--- src/rtl/instr_sequencer_pkg.sv ---
// Shared definitions for the instruction sequencer and the decoder it feeds.
// Holds the sequencer state encoding, word geometry and the opcode constants.
package instr_sequencer_pkg;

    typedef enum logic [1:0] {
        COLLECT = 2'd0,
        ISSUE   = 2'd1,
        EXEC    = 2'd2,
        DRAIN   = 2'd3
    } seq_state_t;

    localparam int          BYTES_PER_WORD = 4;
    localparam logic [31:0] NOP_WORD       = 32'h0000_0000;

    // Opcodes the decoder acts on; an all-zero word matches none of them.
    localparam logic [6:0] OPC_ALU_REG = 7'b0110011;
    localparam logic [6:0] OPC_ALU_IMM = 7'b0010011;
    localparam logic [6:0] OPC_LOAD    = 7'b0000011;

endpackage

--- src/rtl/instr_sequencer_byte_serializer.sv ---
// Loads a 32-bit result and hands it out one byte at a time, LSB first,
// over a valid/ready interface; done pulses on acceptance of the last byte.
module byte_serializer
    import instr_sequencer_pkg::*;
(
    input  logic        clk,
    input  logic        reset,
    input  logic        load,
    input  logic [31:0] load_data,
    output logic [7:0]  out_byte,
    output logic        out_valid,
    input  logic        out_ready,
    output logic        done
);

    logic [31:0] shift_reg;
    logic [1:0]  drain_idx;
    logic        active;
    logic        accept;

    assign accept    = active && out_ready;
    assign out_byte  = shift_reg[7:0];
    assign out_valid = active;
    assign done      = accept && (drain_idx == 2'(BYTES_PER_WORD - 1));

    // The register only shifts on a handshake, so a stalled consumer sees a stable byte.
    always_ff @(posedge clk) begin
        if (reset) begin
            shift_reg <= 32'h0;
            drain_idx <= 2'd0;
            active    <= 1'b0;
        end else if (load) begin
            shift_reg <= load_data;
            drain_idx <= 2'd0;
            active    <= 1'b1;
        end else if (accept) begin
            shift_reg <= {8'h00, shift_reg[31:8]};
            drain_idx <= drain_idx + 2'd1;
            if (drain_idx == 2'(BYTES_PER_WORD - 1)) begin
                active <= 1'b0;
            end
        end
    end

endmodule

--- src/rtl/instr_sequencer.sv ---
// Assembles instruction words from a byte stream, issues them to the decoder,
// waits a fixed execution time, then streams the destination register back out.
module instr_sequencer
    import instr_sequencer_pkg::*;
#(
    parameter int EXEC_CYCLES = 2,
    parameter int CNT_WIDTH   = 16
) (
    input  logic                 clk,
    input  logic                 reset,
    input  logic [7:0]           in_byte,
    input  logic                 in_valid,
    output logic                 in_ready,
    output logic [31:0]          instr,
    output logic                 instr_valid,
    input  logic [31:0]          result_data,
    output logic [7:0]           out_byte,
    output logic                 out_valid,
    input  logic                 out_ready,
    output logic                 busy,
    output logic [CNT_WIDTH-1:0] instr_count
);

    seq_state_t           state;
    seq_state_t           state_next;
    logic [1:0]           byte_cnt;
    logic [31:0]          assembly;
    logic [3:0]           exec_cnt;
    logic [CNT_WIDTH-1:0] count_q;
    logic                 accept_in;
    logic                 ser_load;
    logic                 ser_valid;
    logic                 ser_done;

    // Reset gates every strobe combinationally so nothing escapes during a synchronous reset.
    assign accept_in   = in_valid && in_ready;
    assign in_ready    = (state == COLLECT) && !reset;
    assign instr_valid = (state == ISSUE) && !reset;
    assign instr       = instr_valid ? assembly : NOP_WORD;
    assign busy        = (state != COLLECT) && !reset;
    assign out_valid   = ser_valid && !reset;
    assign instr_count = count_q;

    always_ff @(posedge clk) begin
        if (reset) begin
            state <= COLLECT;
        end else begin
            state <= state_next;
        end
    end

    always_comb begin
        state_next = state;
        ser_load   = 1'b0;
        unique case (state)
            COLLECT: begin
                if (accept_in && (byte_cnt == 2'(BYTES_PER_WORD - 1))) begin
                    state_next = ISSUE;
                end
            end
            ISSUE: begin
                state_next = EXEC;
            end
            EXEC: begin
                if (exec_cnt == 4'd1) begin
                    ser_load   = 1'b1;
                    state_next = DRAIN;
                end
            end
            DRAIN: begin
                if (ser_done) begin
                    state_next = COLLECT;
                end
            end
            default: state_next = COLLECT;
        endcase
    end

    // Byte counter wraps naturally to 0 on the fourth byte, ready for the next word.
    always_ff @(posedge clk) begin
        if (reset) begin
            byte_cnt <= 2'd0;
            assembly <= NOP_WORD;
            exec_cnt <= 4'd0;
            count_q  <= '0;
        end else begin
            if (accept_in) begin
                assembly[{byte_cnt, 3'b000} +: 8] <= in_byte;
                byte_cnt                          <= byte_cnt + 2'd1;
            end
            if (state == ISSUE) begin
                exec_cnt <= 4'(EXEC_CYCLES);
                count_q  <= count_q + CNT_WIDTH'(1);
            end else if (state == EXEC) begin
                exec_cnt <= exec_cnt - 4'd1;
            end
        end
    end

    byte_serializer u_serializer (
        .clk       (clk),
        .reset     (reset),
        .load      (ser_load),
        .load_data (result_data),
        .out_byte  (out_byte),
        .out_valid (ser_valid),
        .out_ready (out_ready),
        .done      (ser_done)
    );

endmodule

--- config.mk ---
export PLATFORM = sky130hd
export DESIGN_NAME = instr_sequencer
export DESIGN_NICKNAME = d
export VERILOG_FILES = /design/src/rtl/instr_sequencer_pkg.sv /design/src/rtl/instr_sequencer_byte_serializer.sv /design/src/rtl/instr_sequencer.sv
export SDC_FILE = /design/constraint.sdc
export NUM_CORES = 1
export LEC_CHECK = 0
export ABC_AREA = 0
export CORE_MARGIN = 2
export CORE_UTILIZATION = 30
export DETAILED_ROUTE_END_ITERATION = 10
export PLACE_DENSITY = 0.53
export SLEW_MARGIN = 40
export SYNTH_ARGS = -nofsm -noshare
export SYNTH_HDL_FRONTEND = slang
export SYNTH_SLANG_ARGS = --single-unit
export TNS_END_PERCENT = 10
--- constraint.sdc ---
create_clock -name clk -period 1.95 [get_ports clk]
set_clock_uncertainty 0.2 [all_clocks]
set_input_delay 0.39 -clock clk [delete_from_list [all_inputs] [get_ports clk]]
set_output_delay 0.39 -clock clk [all_outputs]
set_load 0.05 [all_outputs]
==> results.py, run 1 <==
metrics = {
    "sta": {
        "max_freq_mhz": 460,
        "fin_crit_ns": 2.17,
        "finalHoldViolCount": 0,
        "hold_slack_ns": 0.240,
        "fin_ws_ns": -0.224,
        "rsz0062_at_grt": "yes",
        "final_max_slew_viol_count": 0,
        "worst_slew_pin_slew_ns": 0.594,
        "setup_violations": 34,
        "setup_tns_ns": -6.74,
        "relSlewSlack_pct": 60.4,
        "post-route-period-util_pct": 111,
    },
    "grt": {
        "grt_pass1_wl_mm": 18.5,
        "grt_pass1_vias": 3695,
        "antenna_found_initial": 0,
        "grt_remaining_overflow": 0,
        "grt_util_all_layers_pct": 15.5,
        "grt_max_degree": 81,
    },
    "power_and_ir_drop": {
        "p_switching_mw": 1.50,
        "ir_worst_vdd_v": 0.000375,
        "power_density_nw_per_um2": 824,
        "pwr-share-comb_pct": 26.8,
        "p_int_mw": 3.83,
        "seqPwrFrac_pct": 37.3,
        "leakagePower_nw": 2.38,
        "pwr-share-clk_pct": 35.9,
        "power_switching_share_pct": 28.1,
        "power_mw": 5.33,
    },
    "floorplanning": {
        "coreArea_um2": 13800,
        "die-area_um2": 14900,
        "rows": 43,
        "start_util_pct": 30.4,
        "die_y_um": 122,
        "ios": 104,
        "die_w_um": 122,
    },
    "synth": {
        "synth_ff_type": "dfxtp_1",
        "synth-edff-count": 0,
        "avgSynthCellArea_um2": 8.21,
        "synth.distinct_cells": 36,
        "synth_area_um2": 4190,
        "syn-instance-count": 511,
        "yosysWarnings": 0,
        "async_flop_share_pct": 0,
        "ys_ff_latch": 91,
        "synth.yosys.seq_area_share_pct": 43.4,
        "syn-num-nets": 569,
    },
    "route": {
        "dr.pass1.iters": 7,
        "antenna_left": 0,
        "routed_via_density": 4.86,
        "first_iter_violations": 311,
        "post_drt_wl_per_cell_um": 14.6,
        "routed_wirelength_mm": 11.8,
        "drcViolationCount": 0,
        "vias": 3916,
    },
    "worst_hold_path": {
        "min_path_type": "in -> reg",
    },
    "worst_setup_path": {
        "cp.arrival_ns": 1.58,
        "cp_max_fo": 8,
        "cp_cell_sequence": "inv_2, ha_4, nor2b_4, buf_6, clkbuf_16, and2_4, buf_12",
        "worst-setup-path-type": "reg -> out",
        "critPathLaunchType": "register",
        "crit_family": "buffers and inverters",
        "critical_path_buf_inv_count": 4,
        "slowest_stage": "dfxtp_2",
        "end_kind": "primary output",
        "slowest_delay_ns": 0.32,
        "required_ns": 1.36,
    },
    "clocking": {
        "cts_root_buffer": "clkbuf_16",
        "cts_tree": "done",
        "cts_num_sinks": 91,
        "clk_latency_ns": 0.34,
        "h-tree-depth": 3,
        "cts_hold_buf": 0,
        "clk_pin_slew_worst_paths_ns": 0.06,
        "clock_path_buffers": 2,
        "cts_buffers": 9,
    },
    "final_layout": {
        "final_nets": 679,
        "final-seq-area_um2": 1830,
        "final_area_um2": 6470,
        "n_antenna_cell": 0,
        "mostFrequentLayoutCell": "dfxtp_1",
        "n_fill_cell": 1335,
        "area_delta_synth_final_pct": 54.2,
        "final_cell_mix": "88 x dfxtp_1, 67 x nand3_1, 66 x nand2_1",
        "drive_above_1_share_pct": 27.8,
        "multiInputGateArea_um2": 2290,
    },
    "run": {
        "max_cap_viol_count": 0,
    },
    "placed_design": {
        "dpl-instance-area_um2": 5870,
        "gp_congestion": 0.819,
        "hpwl_mm": 7.85,
        "port_buffers": 103,
    },
    "status": {
        "outcome": "finished with violations",
        "violations": "setup timing",
    },
}
==> power groups by stage <==
stage                     logic (mW)  clock network [mW]  registers [mW]
after floorplan                0.602                   0            2.06
after detailed placement        1.16                   0            2.02
final                           1.43                1.91            1.99
after CTS                       1.39                1.96            1.99
after global routing            1.54                2.04            2.00
after global placement          1.14                   0            2.02
==> worst register-to-register path: stages, from the launching register on <==
cell	delay, ns
dfxtp_1	0.31
inv_1	0.08
ha_1	0.16
or3b_4	0.38
a222oi_1	0.22
buf_4	0.18
mux2i_1	0.22
nor2_1	0.06
==> per-layer routing <==
metal | wire length, µm | part of all wire (%) | vias to the layer above | track usage (%)
li1 | - | - | 1981 | -
met1 | 5210 | 44 | 1826 | 20.6
met5 | 0 | 0 | - | 0
met3 | 594 | 5.0 | 13 | 2.56
met4 | 196 | 1.7 | 0 | 6.47
met2 | 5780 | 49 | 96 | 25.0
==> cells by family after synthesis <==
kind of cell    share of synthesized area (%)
flops                                    43.4
simple gates                             30.2
buf+inv                                  5.79
compound gates                           11.5
xor+xnor                                 3.13
mux                                      1.79
fa+ha+maj                                4.18
==> worst paths after layout <==
kind	from	slack (ns)	to	cells past startpoint
setup / recovery	state[1]$_SDFFE_PP0P_	-0.22	instr[20]	7
hold / removal	reset	0.24	state[1]$_SDFFE_PP0P_	3
setup reg to reg	exec_cnt[1]$_SDFFE_PP0P_	0.03	state[1]$_SDFFE_PP0P_	7
hold reg to reg	assembly[6]$_SDFFE_PP0P_	0.25	assembly[6]$_SDFFE_PP0P_	2
==> metrics by stage <==
stage / util, % / cells / worst slack [ns]
after floorplan: - / 511 / -0.213
after global placement: 42.6 / 782 / -0.180
after detailed placement: 42.6 / 782 / -0.211
after CTS: 46.7 / 807 / -0.307
after global routing: 46.9 / 806 / -0.294
final: 46.9 / 806 / -0.224
==> cell usage after synthesis, types with 2 or more instances <==
library cell	instances	area share, %
a22oi_1	8	1.4
mux2i_1	3	0.72
nor3b_1	3	0.54
clkbuf_1	21	1.9
nor3_1	9	1.1
nand4_1	6	0.90
mux2_2	4	1.1
nor2b_1	7	1.0
dfxtp_1	91	43
a21oi_1	36	4.3
xnor2_1	8	1.7
a211oi_1	2	0.36
and2_1	32	4.8
xor2_1	7	1.5
nand3_1	67	8.0
buf_2	5	0.60
and3_1	3	0.45
nor2_1	56	5.0
ha_1	14	4.2
inv_1	8	0.72
buf_4	8	1.4
nand2_1	66	5.9
a311oi_1	24	5.0
buf_1	10	0.90
and4_1	2	0.42
==> area by class of cell <==
cell class,count,share of cell area [%]
Clock buffer,12,3.97
Clock inverter,4,1.12
Inverter,8,0.464
Multi-Input combinational cell,367,35.4
Sequential cell,91,28.2
Tap cell,180,3.48
Timing Repair Buffer,144,27.3
==> timing repair <==
action | in CTS | in global routing
resized for setup | 42 | 15
gates cloned | 2 | 1
endpoints found under the setup margin | 37 | 79
buffers inserted | 7 | 0
pin swaps | 27 | 7
(Power assumes the default switching activity.)
==> run 2: changes to the inputs <==
--- a/config.mk
+++ b/config.mk
@@ -8,9 +8,10 @@
 export ABC_AREA = 0
 export CORE_MARGIN = 2
 export CORE_UTILIZATION = 30
+export CTS_CLUSTER_SIZE = 28
 export DETAILED_ROUTE_END_ITERATION = 10
 export PLACE_DENSITY = 0.53
-export SLEW_MARGIN = 40
+export SLEW_MARGIN = 5
 export SYNTH_ARGS = -nofsm -noshare
 export SYNTH_HDL_FRONTEND = slang
 export SYNTH_SLANG_ARGS = --single-unit
==> run 2 against run 1 <==
Against the previous run:
- critical path type unchanged
- the run still ends with setup timing left
- critical endpoint unchanged
- final area rose by 0.15%
- worst setup slack about the same
- register-to-register slack is essentially flat
==> results.py, run 2 (synthesis gave the netlist of run 1 again) <==
metrics = {
    "floorplanning": {
        "die_y_um": 122,
        "die_w_um": 122,
        "ios": 104,
        "start_util_pct": 30.4,
        "rows": 43,
        "coreArea_um2": 13800,
        "die-area_um2": 14900,
    },
    "clocking": {
        "cts_root_buffer": "clkbuf_16",
        "clk_pin_slew_worst_paths_ns": 0.06,
        "cts_buffers": 9,
        "cts_hold_buf": 0,
        "clock_path_buffers": 2,
        "cts_tree": "done",
        "h-tree-depth": 3,
        "clk_latency_ns": 0.34,
        "cts_num_sinks": 91,
    },
    "final_layout": {
        "final_nets": 679,
        "area_delta_synth_final_pct": 54.5,
        "n_antenna_cell": 0,
        "final_cell_mix": "88 x dfxtp_1, 66 x nand3_1, 66 x nand2_1",
        "final_area_um2": 6480,
        "mostFrequentLayoutCell": "dfxtp_1",
        "n_fill_cell": 1333,
        "fin_util_pct": 47.0,
        "drive_above_1_share_pct": 28.0,
    },
    "placed_design": {
        "dp_slack_ns": -0.211,
        "hpwl_mm": 7.85,
        "port_buffers": 103,
        "gp_congestion": 0.819,
        "dpl-instance-area_um2": 5870,
    },
    "power_and_ir_drop": {
        "leakagePower_nw": 2.38,
        "ir_worst_vdd_v": 0.000399,
        "power_density_nw_per_um2": 825,
        "power_mw": 5.34,
    },
    "sta": {
        "relSlewSlack_pct": 45.0,
        "setup_violations": 34,
        "post-route-period-util_pct": 111,
        "final_max_slew_viol_count": 0,
        "rsz0062_at_grt": "yes",
        "fin_ws_ns": -0.223,
        "fin_crit_ns": 2.17,
        "worst_slew_pin_slew_ns": 0.826,
        "max_freq_mhz": 460,
        "finalHoldViolCount": 0,
    },
    "worst_hold_path": {
        "min_path_type": "in -> reg",
    },
    "status": {
        "violations": "setup timing",
        "outcome": "finished with violations",
    },
    "route": {
        "routed_via_density": 4.83,
        "dr.pass1.iters": 4,
        "drcViolationCount": 0,
        "antenna_left": 0,
        "routed_wirelength_mm": 11.7,
        "vias": 3893,
        "post_drt_wl_per_cell_um": 14.6,
        "first_iter_violations": 320,
    },
    "grt": {
        "grt_max_degree": 81,
        "antenna_found_initial": 0,
        "grt_pass1_wl_mm": 18.5,
        "grt_util_all_layers_pct": 15.5,
        "grt_pass1_vias": 3695,
        "grt_remaining_overflow": 0,
    },
    "worst_setup_path": {
        "critPathLaunchType": "register",
        "worst-setup-path-type": "reg -> out",
        "end_kind": "primary output",
        "cp_max_fo": 8,
        "required_ns": 1.36,
        "cp.arrival_ns": 1.58,
    },
    "run": {
        "max_cap_viol_count": 0,
    },
}
## run 2: changes by cell type in the layout (fill, tap and decap cells not counted)
cell,delta
buf_4,+1
buf_6,-2
buf_8,+1
nand3_1,-1
nand3_2,+1
nor2_2,-1
nor2_4,+1
## run 2: final cells by class
| type | instances | area (µm²) | area share, % |
|---|---|---|---|
| clock buffers | 12 | 256 | 3.96 |
| clock inverters | 4 | 72.6 | 1.12 |
| repair buffers | 144 | 1770 | 27.3 |
| well taps | 180 | 225 | 3.48 |
| flip-flops and latches | 91 | 1830 | 28.2 |
| multi-input cells | 367 | 2300 | 35.5 |
| inverters | 8 | 30.0 | 0.464 |
## run 2: path summary, 6_finish.rpt
kind | startpoint | slack, ns | depth (start not counted) | end
max reg2reg | exec_cnt[1]$_SDFFE_PP0P_ | 0.03 | 7 | state[1]$_SDFFE_PP0P_
min reg2reg | assembly[15]$_SDFFE_PP0P_ | 0.25 | 2 | assembly[15]$_SDFFE_PP0P_
max | state[1]$_SDFFE_PP0P_ | -0.22 | 7 | instr[20]
min | reset | 0.24 | 3 | state[0]$_SDFFE_PP0P_
## run 2: per-layer routing
metal	share of wire (%)	track usage, %	up-vias
met5	0	0	-
met4	1.7	6.47	0
met3	4.4	2.56	12
met2	49	25.0	90
met1	45	20.6	1814
li1	-	-	1977
## run 2: worst max-delay path, stage by stage, from the launching register on
cell and delay, ns:
dfxtp_2 0.32, inv_2 0.07, ha_4 0.13, nor2b_4 0.15
buf_6 0.14, clkbuf_16 0.15, and2_4 0.14, buf_12 0.13
## run 2: timing repair
| item | 4_1_cts | 5_1_grt |
|---|---|---|
| pin swaps | 27 | 8 |
| buffers inserted | 7 | 0 |
| gates resized for setup | 42 | 18 |
| gates cloned | 2 | 1 |
| endpoints found under the setup margin | 37 | 79 |
## run 2: power breakdown
part           internal (mW)  total [mW]  switching [mW]
logic                  0.712        1.44           0.725
registers               1.93        1.99          0.0569
clock network           1.19        1.92           0.726
## run 2: stage by stage
stage / TNS (ns) / instances / hold WS (ns)
5_1_grt: -9.31 / 806 / 0.258
3_3_place_gp: -1.53 / 782 / 0.237
3_5_place_dp: -2.84 / 782 / 0.241
6_report: -6.71 / 806 / 0.241
2_1_floorplan: -5.66 / 511 / 0.227
4_1_cts: -8.53 / 807 / 0.219
